`src/rtl/game_sprite_display_if.sv`:
```
// game_sprite_display_if: beam, write-staging and pixel-output signals of one sprite source.
`ifndef GAME_RGB_WIDTH
`define GAME_RGB_WIDTH 3
`endif
interface game_sprite_display_if #(
  parameter int X_WIDTH = 10,
  parameter int Y_WIDTH = 10
);
  logic [X_WIDTH-1:0] pixel_x_i;
  logic [Y_WIDTH-1:0] pixel_y_i;
  logic display_on_i;
  logic frame_start_i;
  logic write_i;
  logic [X_WIDTH-1:0] write_x_i;
  logic [Y_WIDTH-1:0] write_y_i;
  logic [X_WIDTH-1:0] write_dx_i;
  logic [Y_WIDTH-1:0] write_dy_i;
  logic motion_en_i;
  logic [X_WIDTH-1:0] sprite_x_o;
  logic [Y_WIDTH-1:0] sprite_y_o;
  logic sprite_within_screen_o;
  logic rgb_en_o;
  logic [`GAME_RGB_WIDTH-1:0] rgb_o;
  modport slave (
    input pixel_x_i, pixel_y_i, display_on_i, frame_start_i, write_i,
          write_x_i, write_y_i, write_dx_i, write_dy_i, motion_en_i,
    output sprite_x_o, sprite_y_o, sprite_within_screen_o, rgb_en_o, rgb_o
  );
  modport master (
    output pixel_x_i, pixel_y_i, display_on_i, frame_start_i, write_i,
           write_x_i, write_y_i, write_dx_i, write_dy_i, motion_en_i,
    input sprite_x_o, sprite_y_o, sprite_within_screen_o, rgb_en_o, rgb_o
  );
endinterface

```
`src/rtl/game_sprite_display.sv`:
```
// game_sprite_display: tear-free sprite position/velocity with a 2-stage bitmap pixel pipeline.
`ifndef GAME_RGB_WIDTH
`define GAME_RGB_WIDTH 3
`endif
module game_sprite_display #(
  parameter int X_WIDTH = 10,
  parameter int Y_WIDTH = 10,
  parameter int SCREEN_WIDTH = 640,
  parameter int SCREEN_HEIGHT = 480,
  parameter int SPRITE_WIDTH = 8,
  parameter int SPRITE_HEIGHT = 8,
  parameter logic [SPRITE_WIDTH*SPRITE_HEIGHT-1:0] SPRITE_MASK = '1,
  parameter logic [`GAME_RGB_WIDTH-1:0] SPRITE_RGB = 3'b100,
  parameter logic [X_WIDTH-1:0] START_X = '0,
  parameter logic [Y_WIDTH-1:0] START_Y = '0,
  parameter logic [X_WIDTH-1:0] START_DX = '0,
  parameter logic [Y_WIDTH-1:0] START_DY = '0
) (
  input logic clk,
  input logic rst_n,
  game_sprite_display_if.slave bus
);
  localparam int RX = $clog2(SPRITE_WIDTH);
  localparam int RY = $clog2(SPRITE_HEIGHT);
  localparam int MW = $clog2(SPRITE_WIDTH*SPRITE_HEIGHT);
  localparam int X1 = X_WIDTH + 1;
  localparam int Y1 = Y_WIDTH + 1;
  logic [X_WIDTH-1:0] x_q, dx_q, px_q, pdx_q, diff_x;
  logic [Y_WIDTH-1:0] y_q, dy_q, py_q, pdy_q, diff_y;
  logic pend_q, win_q, win_d, hit_q, hit_d, en_q, en_d;
  logic [RX-1:0] rel_x_q, rel_x_d;
  logic [RY-1:0] rel_y_q, rel_y_d;
  logic [MW-1:0] idx;
  always_comb begin
    diff_x = bus.pixel_x_i - x_q;
    diff_y = bus.pixel_y_i - y_q;
    rel_x_d = RX'(diff_x);
    rel_y_d = RY'(diff_y);
    hit_d = bus.display_on_i
          & (bus.pixel_x_i >= x_q) & (diff_x < X_WIDTH'(SPRITE_WIDTH))
          & (bus.pixel_y_i >= y_q) & (diff_y < Y_WIDTH'(SPRITE_HEIGHT));
    win_d = ({1'b0, x_q} + X1'(SPRITE_WIDTH) <= X1'(SCREEN_WIDTH))
          & ({1'b0, y_q} + Y1'(SPRITE_HEIGHT) <= Y1'(SCREEN_HEIGHT));
    idx = MW'(rel_y_q) * MW'(SPRITE_WIDTH) + MW'(rel_x_q);
    en_d = hit_q & SPRITE_MASK[idx];
  end
  always_ff @(posedge clk or negedge rst_n) begin
    if (!rst_n) begin
      x_q <= START_X;
      y_q <= START_Y;
      dx_q <= START_DX;
      dy_q <= START_DY;
      px_q <= '0;
      py_q <= '0;
      pdx_q <= '0;
      pdy_q <= '0;
      pend_q <= 1'b0;
      win_q <= 1'b0;
      rel_x_q <= '0;
      rel_y_q <= '0;
      hit_q <= 1'b0;
      en_q <= 1'b0;
    end else begin
      // A write in the frame_start cycle wins over both staged data and motion.
      if (bus.frame_start_i) begin
        if (bus.write_i) begin
          x_q <= bus.write_x_i;
          y_q <= bus.write_y_i;
          dx_q <= bus.write_dx_i;
          dy_q <= bus.write_dy_i;
          pend_q <= 1'b0;
        end else if (pend_q) begin
          x_q <= px_q;
          y_q <= py_q;
          dx_q <= pdx_q;
          dy_q <= pdy_q;
          pend_q <= 1'b0;
        end else if (bus.motion_en_i) begin
          x_q <= x_q + dx_q;
          y_q <= y_q + dy_q;
        end
      end else if (bus.write_i) begin
        px_q <= bus.write_x_i;
        py_q <= bus.write_y_i;
        pdx_q <= bus.write_dx_i;
        pdy_q <= bus.write_dy_i;
        pend_q <= 1'b1;
      end
      win_q <= win_d;
      rel_x_q <= rel_x_d;
      rel_y_q <= rel_y_d;
      hit_q <= hit_d;
      en_q <= en_d;
    end
  end
  assign bus.sprite_x_o = x_q;
  assign bus.sprite_y_o = y_q;
  assign bus.sprite_within_screen_o = win_q;
  assign bus.rgb_en_o = en_q;
  assign bus.rgb_o = en_q ? SPRITE_RGB : '0;
endmodule
```
`src/flat_wrapper.sv`:
```
// flat-port wrapper written by rule: the top's interface ports become plain ports
module game_sprite_display_flat 
#(
  parameter int X_WIDTH = 10,
  parameter int Y_WIDTH = 10,
  parameter int SCREEN_WIDTH = 640,
  parameter int SCREEN_HEIGHT = 480,
  parameter int SPRITE_WIDTH = 8,
  parameter int SPRITE_HEIGHT = 8,
  parameter logic [SPRITE_WIDTH*SPRITE_HEIGHT-1:0] SPRITE_MASK = '1,
  parameter logic [`GAME_RGB_WIDTH-1:0] SPRITE_RGB = 3'b100,
  parameter logic [X_WIDTH-1:0] START_X = '0,
  parameter logic [Y_WIDTH-1:0] START_Y = '0,
  parameter logic [X_WIDTH-1:0] START_DX = '0,
  parameter logic [Y_WIDTH-1:0] START_DY = '0
)
  (clk, rst_n, bus_pixel_x_i, bus_pixel_y_i, bus_display_on_i, bus_frame_start_i, bus_write_i, bus_write_x_i, bus_write_y_i, bus_write_dx_i, bus_write_dy_i, bus_motion_en_i, bus_sprite_x_o, bus_sprite_y_o, bus_sprite_within_screen_o, bus_rgb_en_o, bus_rgb_o);
  game_sprite_display_if #(.X_WIDTH(X_WIDTH), .Y_WIDTH(Y_WIDTH)) bus_i ();
  input logic clk;
  input logic rst_n;
  input wire logic [$bits(bus_i.pixel_x_i)-1:0] bus_pixel_x_i;
  input wire logic [$bits(bus_i.pixel_y_i)-1:0] bus_pixel_y_i;
  input wire logic [$bits(bus_i.display_on_i)-1:0] bus_display_on_i;
  input wire logic [$bits(bus_i.frame_start_i)-1:0] bus_frame_start_i;
  input wire logic [$bits(bus_i.write_i)-1:0] bus_write_i;
  input wire logic [$bits(bus_i.write_x_i)-1:0] bus_write_x_i;
  input wire logic [$bits(bus_i.write_y_i)-1:0] bus_write_y_i;
  input wire logic [$bits(bus_i.write_dx_i)-1:0] bus_write_dx_i;
  input wire logic [$bits(bus_i.write_dy_i)-1:0] bus_write_dy_i;
  input wire logic [$bits(bus_i.motion_en_i)-1:0] bus_motion_en_i;
  output wire logic [$bits(bus_i.sprite_x_o)-1:0] bus_sprite_x_o;
  output wire logic [$bits(bus_i.sprite_y_o)-1:0] bus_sprite_y_o;
  output wire logic [$bits(bus_i.sprite_within_screen_o)-1:0] bus_sprite_within_screen_o;
  output wire logic [$bits(bus_i.rgb_en_o)-1:0] bus_rgb_en_o;
  output wire logic [$bits(bus_i.rgb_o)-1:0] bus_rgb_o;
  assign bus_i.pixel_x_i = bus_pixel_x_i;
  assign bus_i.pixel_y_i = bus_pixel_y_i;
  assign bus_i.display_on_i = bus_display_on_i;
  assign bus_i.frame_start_i = bus_frame_start_i;
  assign bus_i.write_i = bus_write_i;
  assign bus_i.write_x_i = bus_write_x_i;
  assign bus_i.write_y_i = bus_write_y_i;
  assign bus_i.write_dx_i = bus_write_dx_i;
  assign bus_i.write_dy_i = bus_write_dy_i;
  assign bus_i.motion_en_i = bus_motion_en_i;
  assign bus_sprite_x_o = bus_i.sprite_x_o;
  assign bus_sprite_y_o = bus_i.sprite_y_o;
  assign bus_sprite_within_screen_o = bus_i.sprite_within_screen_o;
  assign bus_rgb_en_o = bus_i.rgb_en_o;
  assign bus_rgb_o = bus_i.rgb_o;
  game_sprite_display #(.X_WIDTH(X_WIDTH), .Y_WIDTH(Y_WIDTH), .SCREEN_WIDTH(SCREEN_WIDTH), .SCREEN_HEIGHT(SCREEN_HEIGHT), .SPRITE_WIDTH(SPRITE_WIDTH), .SPRITE_HEIGHT(SPRITE_HEIGHT), .SPRITE_MASK(SPRITE_MASK), .SPRITE_RGB(SPRITE_RGB), .START_X(START_X), .START_Y(START_Y), .START_DX(START_DX), .START_DY(START_DY)) u_core (.clk(clk), .rst_n(rst_n), .bus(bus_i));
endmodule
```
`config.mk`:
```
export PLATFORM = sky130hd
export DESIGN_NAME = game_sprite_display_flat
export DESIGN_NICKNAME = d
export VERILOG_FILES = /design/src/rtl/game_sprite_display_if.sv /design/src/rtl/game_sprite_display.sv /design/src/flat_wrapper.sv
export SDC_FILE = /design/constraint.sdc
export NUM_CORES = 1
export LEC_CHECK = 0
export CORE_ASPECT_RATIO = 2
export CORE_MARGIN = 8
export CORE_UTILIZATION = 55
export CTS_CLUSTER_SIZE = 28
export DETAILED_ROUTE_END_ITERATION = 7
export PLACE_DENSITY = 0.81
export SLEW_MARGIN = 20
export SYNTH_ARGS = -nofsm -noshare
export SYNTH_HDL_FRONTEND = slang
export SYNTH_SLANG_ARGS = --single-unit
```
`constraint.sdc`:
```
create_clock -name clk -period 3.1 [get_ports clk]
set_input_delay 0.31 -clock clk [delete_from_list [all_inputs] [get_ports clk]]
set_output_delay 0.31 -clock clk [all_outputs]
set_load 0.1 [all_outputs]
```
Word level (Yosys, flattened, before mapping) --
Memory sizes are Yosys's and may differ from the RTL's. Cells that the tools add are included.
Storage, ports and cells: output and inout bits 25, memory bits (read-only) 64, register bits after elaboration 90, logic and storage cells 56, latch bits 0, memories kept 1, bits in writable memories 0
Operators by class: $add $sub $neg 7, divide/modulo/power cells 0, $lt $le $gt $ge 7, $mul 0, bitwise logic cells 7, multiplexer cells 14, reductions and logical operators 6, equality and inequality tests 0, shift operators 0
Memories:
- (name not given) | words 64, bits a word 1, read ports 1, clocked after memory_dff 0, write ports 0, RTL line game_sprite_display.sv:45 | en_d = hit_q & SPRITE_MASK[idx];
Operators with widths (count):
- 2-to-1 mux 10 bit | 10
- adder 10 x 4 -> 11 bit (second input constant) | 2
- adder 10 bit | 2
- greater-or-equal comparator 10 bit | 2
- less-than comparator 10 x 4 -> 1 bit (second input constant) | 2
- subtractor 10 bit | 2
- less-or-equal comparator 11 x 10 -> 1 bit (second input constant) | 1
- less-or-equal comparator 11 x 9 -> 1 bit (second input constant) | 1
- less-than comparator 6 x 7 -> 1 bit (second input constant) | 1
- adder 6 x 3 -> 6 bit | 1
- AND 1 bit | 6
- AND reduction 2 bit | 3
- nonzero test 2 bit | 2
- 2-to-1 mux 1 bit | 3
- 2-to-1 mux 3 bit | 1
- nonzero test 3 bit | 1
- inverter 1 bit | 1

Logic depth before layout (Yosys ltp) --
depth in word-level cells 5, depth in mapped cells 9, mapped depth without buffers 9

Worst setup path before layout --
Ideal clock, no wire load.
path type flip-flop to flip-flop, start reg u_core.y_q[2], in the netlist u_core.bus.sprite_y_o[2], end reg u_core.hit_q, setup slack 0.306 ns, buffers on the path 0, stages on the path, launching flop included 9, data arrival time 2.698 ns, setup time 0.096 ns, data required time 3.004 ns, period minus slack after synthesis 2.794 ns, cell sequence dfrtp_1 inv_1 ha_1 a21oi_1 a21boi_0 or4b_1 a32oi_1 o211ai_1 nor4_2
On the way: cells in the longest elaborated chain, start to end 3
RTL lines:
- start: declaration | RTL line game_sprite_display.sv:29 | logic [Y_WIDTH-1:0] y_q, dy_q, py_q, pdy_q, diff_y;
- start signal: assignment | RTL line game_sprite_display.sv:68 | y_q <= bus.write_y_i;
- start signal: assignment | RTL line game_sprite_display.sv:74 | y_q <= py_q;
- start signal: assignment | RTL line game_sprite_display.sv:80 | y_q <= y_q + dy_q;
- subtractor 10 bit / greater-or-equal comparator 10 bit (equally long branches) | RTL line game_sprite_display.sv:36, game_sprite_display.sv:41
- less-than comparator 10 x 4 -> 1 bit / AND 1 bit (equally long branches) | RTL line game_sprite_display.sv:41 | & (bus.pixel_y_i >= y_q) & (diff_y < Y_WIDTH'(SPRITE_HEIGHT));
- AND 1 bit * | RTL line game_sprite_display.sv:41
- net u_core.hit_d | RTL line game_sprite_display.sv:30 | logic pend_q, win_q, win_d, hit_q, hit_d, en_q, en_d;
- end signal: assignment | RTL line game_sprite_display.sv:92 | hit_q <= hit_d;
- end: declaration | RTL line game_sprite_display.sv:30
Mark *: on every way through the listed nets, which the timed path passes. The rest lies on a longest branch. A chain may end at the register's enable or synchronous reset.

Worst setup path after layout --
Ends and elaborated chain as after synthesis.

==> results by group <==
CTS
  – Longest Clk Path Bufs: 2
  – Post-CTS Hold Fix Bufs: 0
  – TritonCTS buffer count: 9
  – Setup bufs post-CTS: 0
  – CTS tree: yes
  – Root Driver: clkbuf_16
  – CTS Sinks: 84
  – H-tree Lvls: 3
  – Post_cts resized: 0
  – Clk Latency, worst-skew pair: 0.34 ns
  – Clock-pin slew on the worst setup and hold paths: 0.06 ns

Timing
  – Fmax: 401 MHz
  – Final setup viols: 0
  – Final setup skew: 0.00704 ns
  – Fin crit period: 2.49 ns
  – Final hold slack: around 0.0024 ns
  – Setup TNS Final: 0 ns
  – Period utilisation layout: 80.3%
  – RSZ-0062 raised after global routing: no
  – Slew at the pin with the worst max-slew slack: 0.978 ns
  – Setup WS post-layout: 0.609 ns
  – Max-slew violations: 0
  – Slew headroom: 34.6%
  – Fin. Hold Viols: 0

Setup path
  – R2R setup slack: just over 0.6 ns
  – Slowest stage cell, crit path: or4b_1
  – CP max FO: 4
  – Critical-path cell list: inv_1 -> ha_1 -> a21oi_1 -> a21boi_0 -> or4b_1 -> a32oi_1 -> o211ai_1 -> nor4_2
  – Worst setup EP type: flop
  – Largest stage delay on the critical path: 0.51 ns
  – Buf/Inv on CP: 1
  – Critical Path AT: about 2.7 ns
  – Reg2Reg Depth: 8
  – WS Path Type: reg2reg
  – Critical Path RT: 3.35 ns
  – Crit start category: flop
  – Cell depth of the worst setup path: 8
  – CP top delay family: simple AND/OR/NAND/NOR gates

Pwr
  – Leakage: 3.01 nW
  – Total power: about 4.9 mW
  – Power per cell area: ~730 mW/mm2
  – Peak VDD IR: 468 uV

Place
  – Placed insts: ~760
  – HPWL Detailed: approximately 11000 um
  – Pre-CTS setup slack: 0.446 ns
  – RePlAce Congestion: approximately 0.94
  – # port buffers: 88

Yosys
  – Async SR Flop Fraction: 100%
  – Post-synth EDFFs: 0
  – Synth warn: 0
  – Syn Inst Count: 560
  – Cell with the most instances after synthesis: dfrtp_1
  – Commonest cells post-synth: dfrtp_1 (84), nand2_1 (55), o21ai_0 (55), mux2_2 (41), ha_1 (40)
  – Flops & latches, synth: 84
  – Syn Area/Cell: ~9.6 um2
  – Post-synthesis cell type count: 62
  – Synth Flop Type: dfrtp_1
  – Cell taking the most area after synthesis: dfrtp_1
  – Sequential fraction of the synthesis area: ~39%
  – Top-area cell type share of the netlist area: ~39%
  – Synthesized area: 0.00540 mm2
  – Top cells by area, synth: dfrtp_1 (39%), ha_1 (9.3%), mux2_2 (8.5%)

Status
  – Run status: completed

Hold path
  – Hold crit path type: in2async

Job
  – Max-cap violations: 0

Route
  – Antenna viol nets, final: 0
  – Detailed Route WL: 14000 um
  – DRT iter0 DRCs: 259
  – Routed WL per cell: 17.9 um
  – Vias per cell: 5.99
  – Via count: 4670
  – First-pass DRT Iterations: 4
  – DRC: 0

Cells and area
  – Layout Cells excl Fill: 780
  – Antenna Diode Count: 0
  – FILL cells: ~730
  – Layout cells sized above 1: 15.3%
  – Layout area overhead: 24.2%
  – Fin nets: 751

Floorplanning
  – FP Rows: 51
  – Core ar.: 0.00964 mm2
  – Width of the die: 86.1 um
  – Starting density of the core: 56.1%
  – Die footprint: 0.0134 mm2
  – Die height: 156 um
  – Top Ports: 91

GRT
  – Vias in the first global route: slightly below 5000
  – Largest net degree at the start of global routing: 85
  – GR Util All Layers: 22.0%
  – Global route overflow: 0
  – First-pass GRT wire length: roughly 23000 um
  – Initial antenna violation count: 0
[layer usage]
layer / track usage (%) / share of wire (%) / up-vias
li1: - / - / 2230
met1: 23.7 / 38 / 2276
met2: 39.2 / 54 / 133
met3: 4.54 / 4.6 / 31
met4: 10.4 / 2.8 / 0
met5: 0 / 0 / -
[flip-flops by register name, indices dropped and copies added (netlist names)]
register                           cells
u_core.py_q                           10
u_core.bus.sprite_within_screen_o      1
u_core.hit_q                           1
u_core.bus.sprite_x_o                 10
u_core.bus.rgb_en_o                    1
u_core.bus.sprite_y_o                 10
u_core.px_q                           10
u_core.pend_q                          1
u_core.pdx_q                          10
u_core.pdy_q                          10
u_core.dx_q                           10
u_core.dy_q                           10
[per-stage QoR]
step,area (um2),utilization (%)
6_report,6710,69.7
5_1_grt,6710,69.7
4_1_cts,6710,69.6
3_5_place_dp,6350,66.0
3_3_place_gp,6350,66.0
2_1_floorplan,5410,-
[power breakdown]
| part | switching, mW | total [mW] | internal, mW | leakage [nW] |
|---|---|---|---|---|
| Sequential | 0.195 | 1.48 | 1.29 | 1.01 |
| Clock | 0.433 | 1.24 | 0.809 | 0.169 |
| Combinational | 1.36 | 2.15 | 0.797 | 1.84 |
[layout make-up]
type	instances	area, um2	area share (%)
Timing Repair Buffer	94	872	13.0
Sequential cell	84	2100	31.3
Tap cell	132	165	2.46
Inverter	27	101	1.51
Clock inverter	6	111	1.66
Multi-Input combinational cell	427	3120	46.5
Clock buffer	10	239	3.56
[kinds of logic after synthesis]
logic type / count (synthesis) / share of synthesized area (%)
mux: 69 / 13.7
buf+inv: 50 / 3.68
fa+ha+maj: 42 / 10.0
other cells: 1 / 0.0694
simple gates: 151 / 13.5
compound gates: 154 / 18.7
xor+xnor: 9 / 1.46
flops: 84 / 38.9
[layout by cell type (no fill, tap or decap), types with 3 or more instances in the layout]
cell type and n:
o22ai_1 7, xor2_1 5, nand2_1 54, a31oi_1 6
o21a_1 5, dfrtp_1 84, nand2b_1 5, clkdlybuf4s50_1 65
mux2_2 41, mux2i_1 28, clkbuf_16 9, a211oi_1 6
nor2b_1 9, a221oi_1 4, nor3_1 4, nand4_1 7
a21oi_1 16, xnor2_1 4, nor2_1 34, a22oi_1 3
inv_1 27, nand3_1 14, a21boi_0 4, or3_1 7
o211ai_1 6, o31ai_1 6, a21o_1 10, ha_1 40
o21ai_0 55, buf_4 28, bufinv_16 3
[final timing paths]
path	startpoint	end
max	u_core.bus.sprite_y_o[2]	u_core.hit_q
min	rst_n	u_core.bus.sprite_y_o[1]
max reg2reg	u_core.bus.sprite_y_o[2]	u_core.hit_q
min reg2reg	u_core.hit_q	u_core.bus.rgb_en_o
max in group asynchronous	rst_n	u_core.bus.sprite_x_o[7]
min in group clk	u_core.hit_q	u_core.bus.rgb_en_o
(Power assumes the default switching activity.)
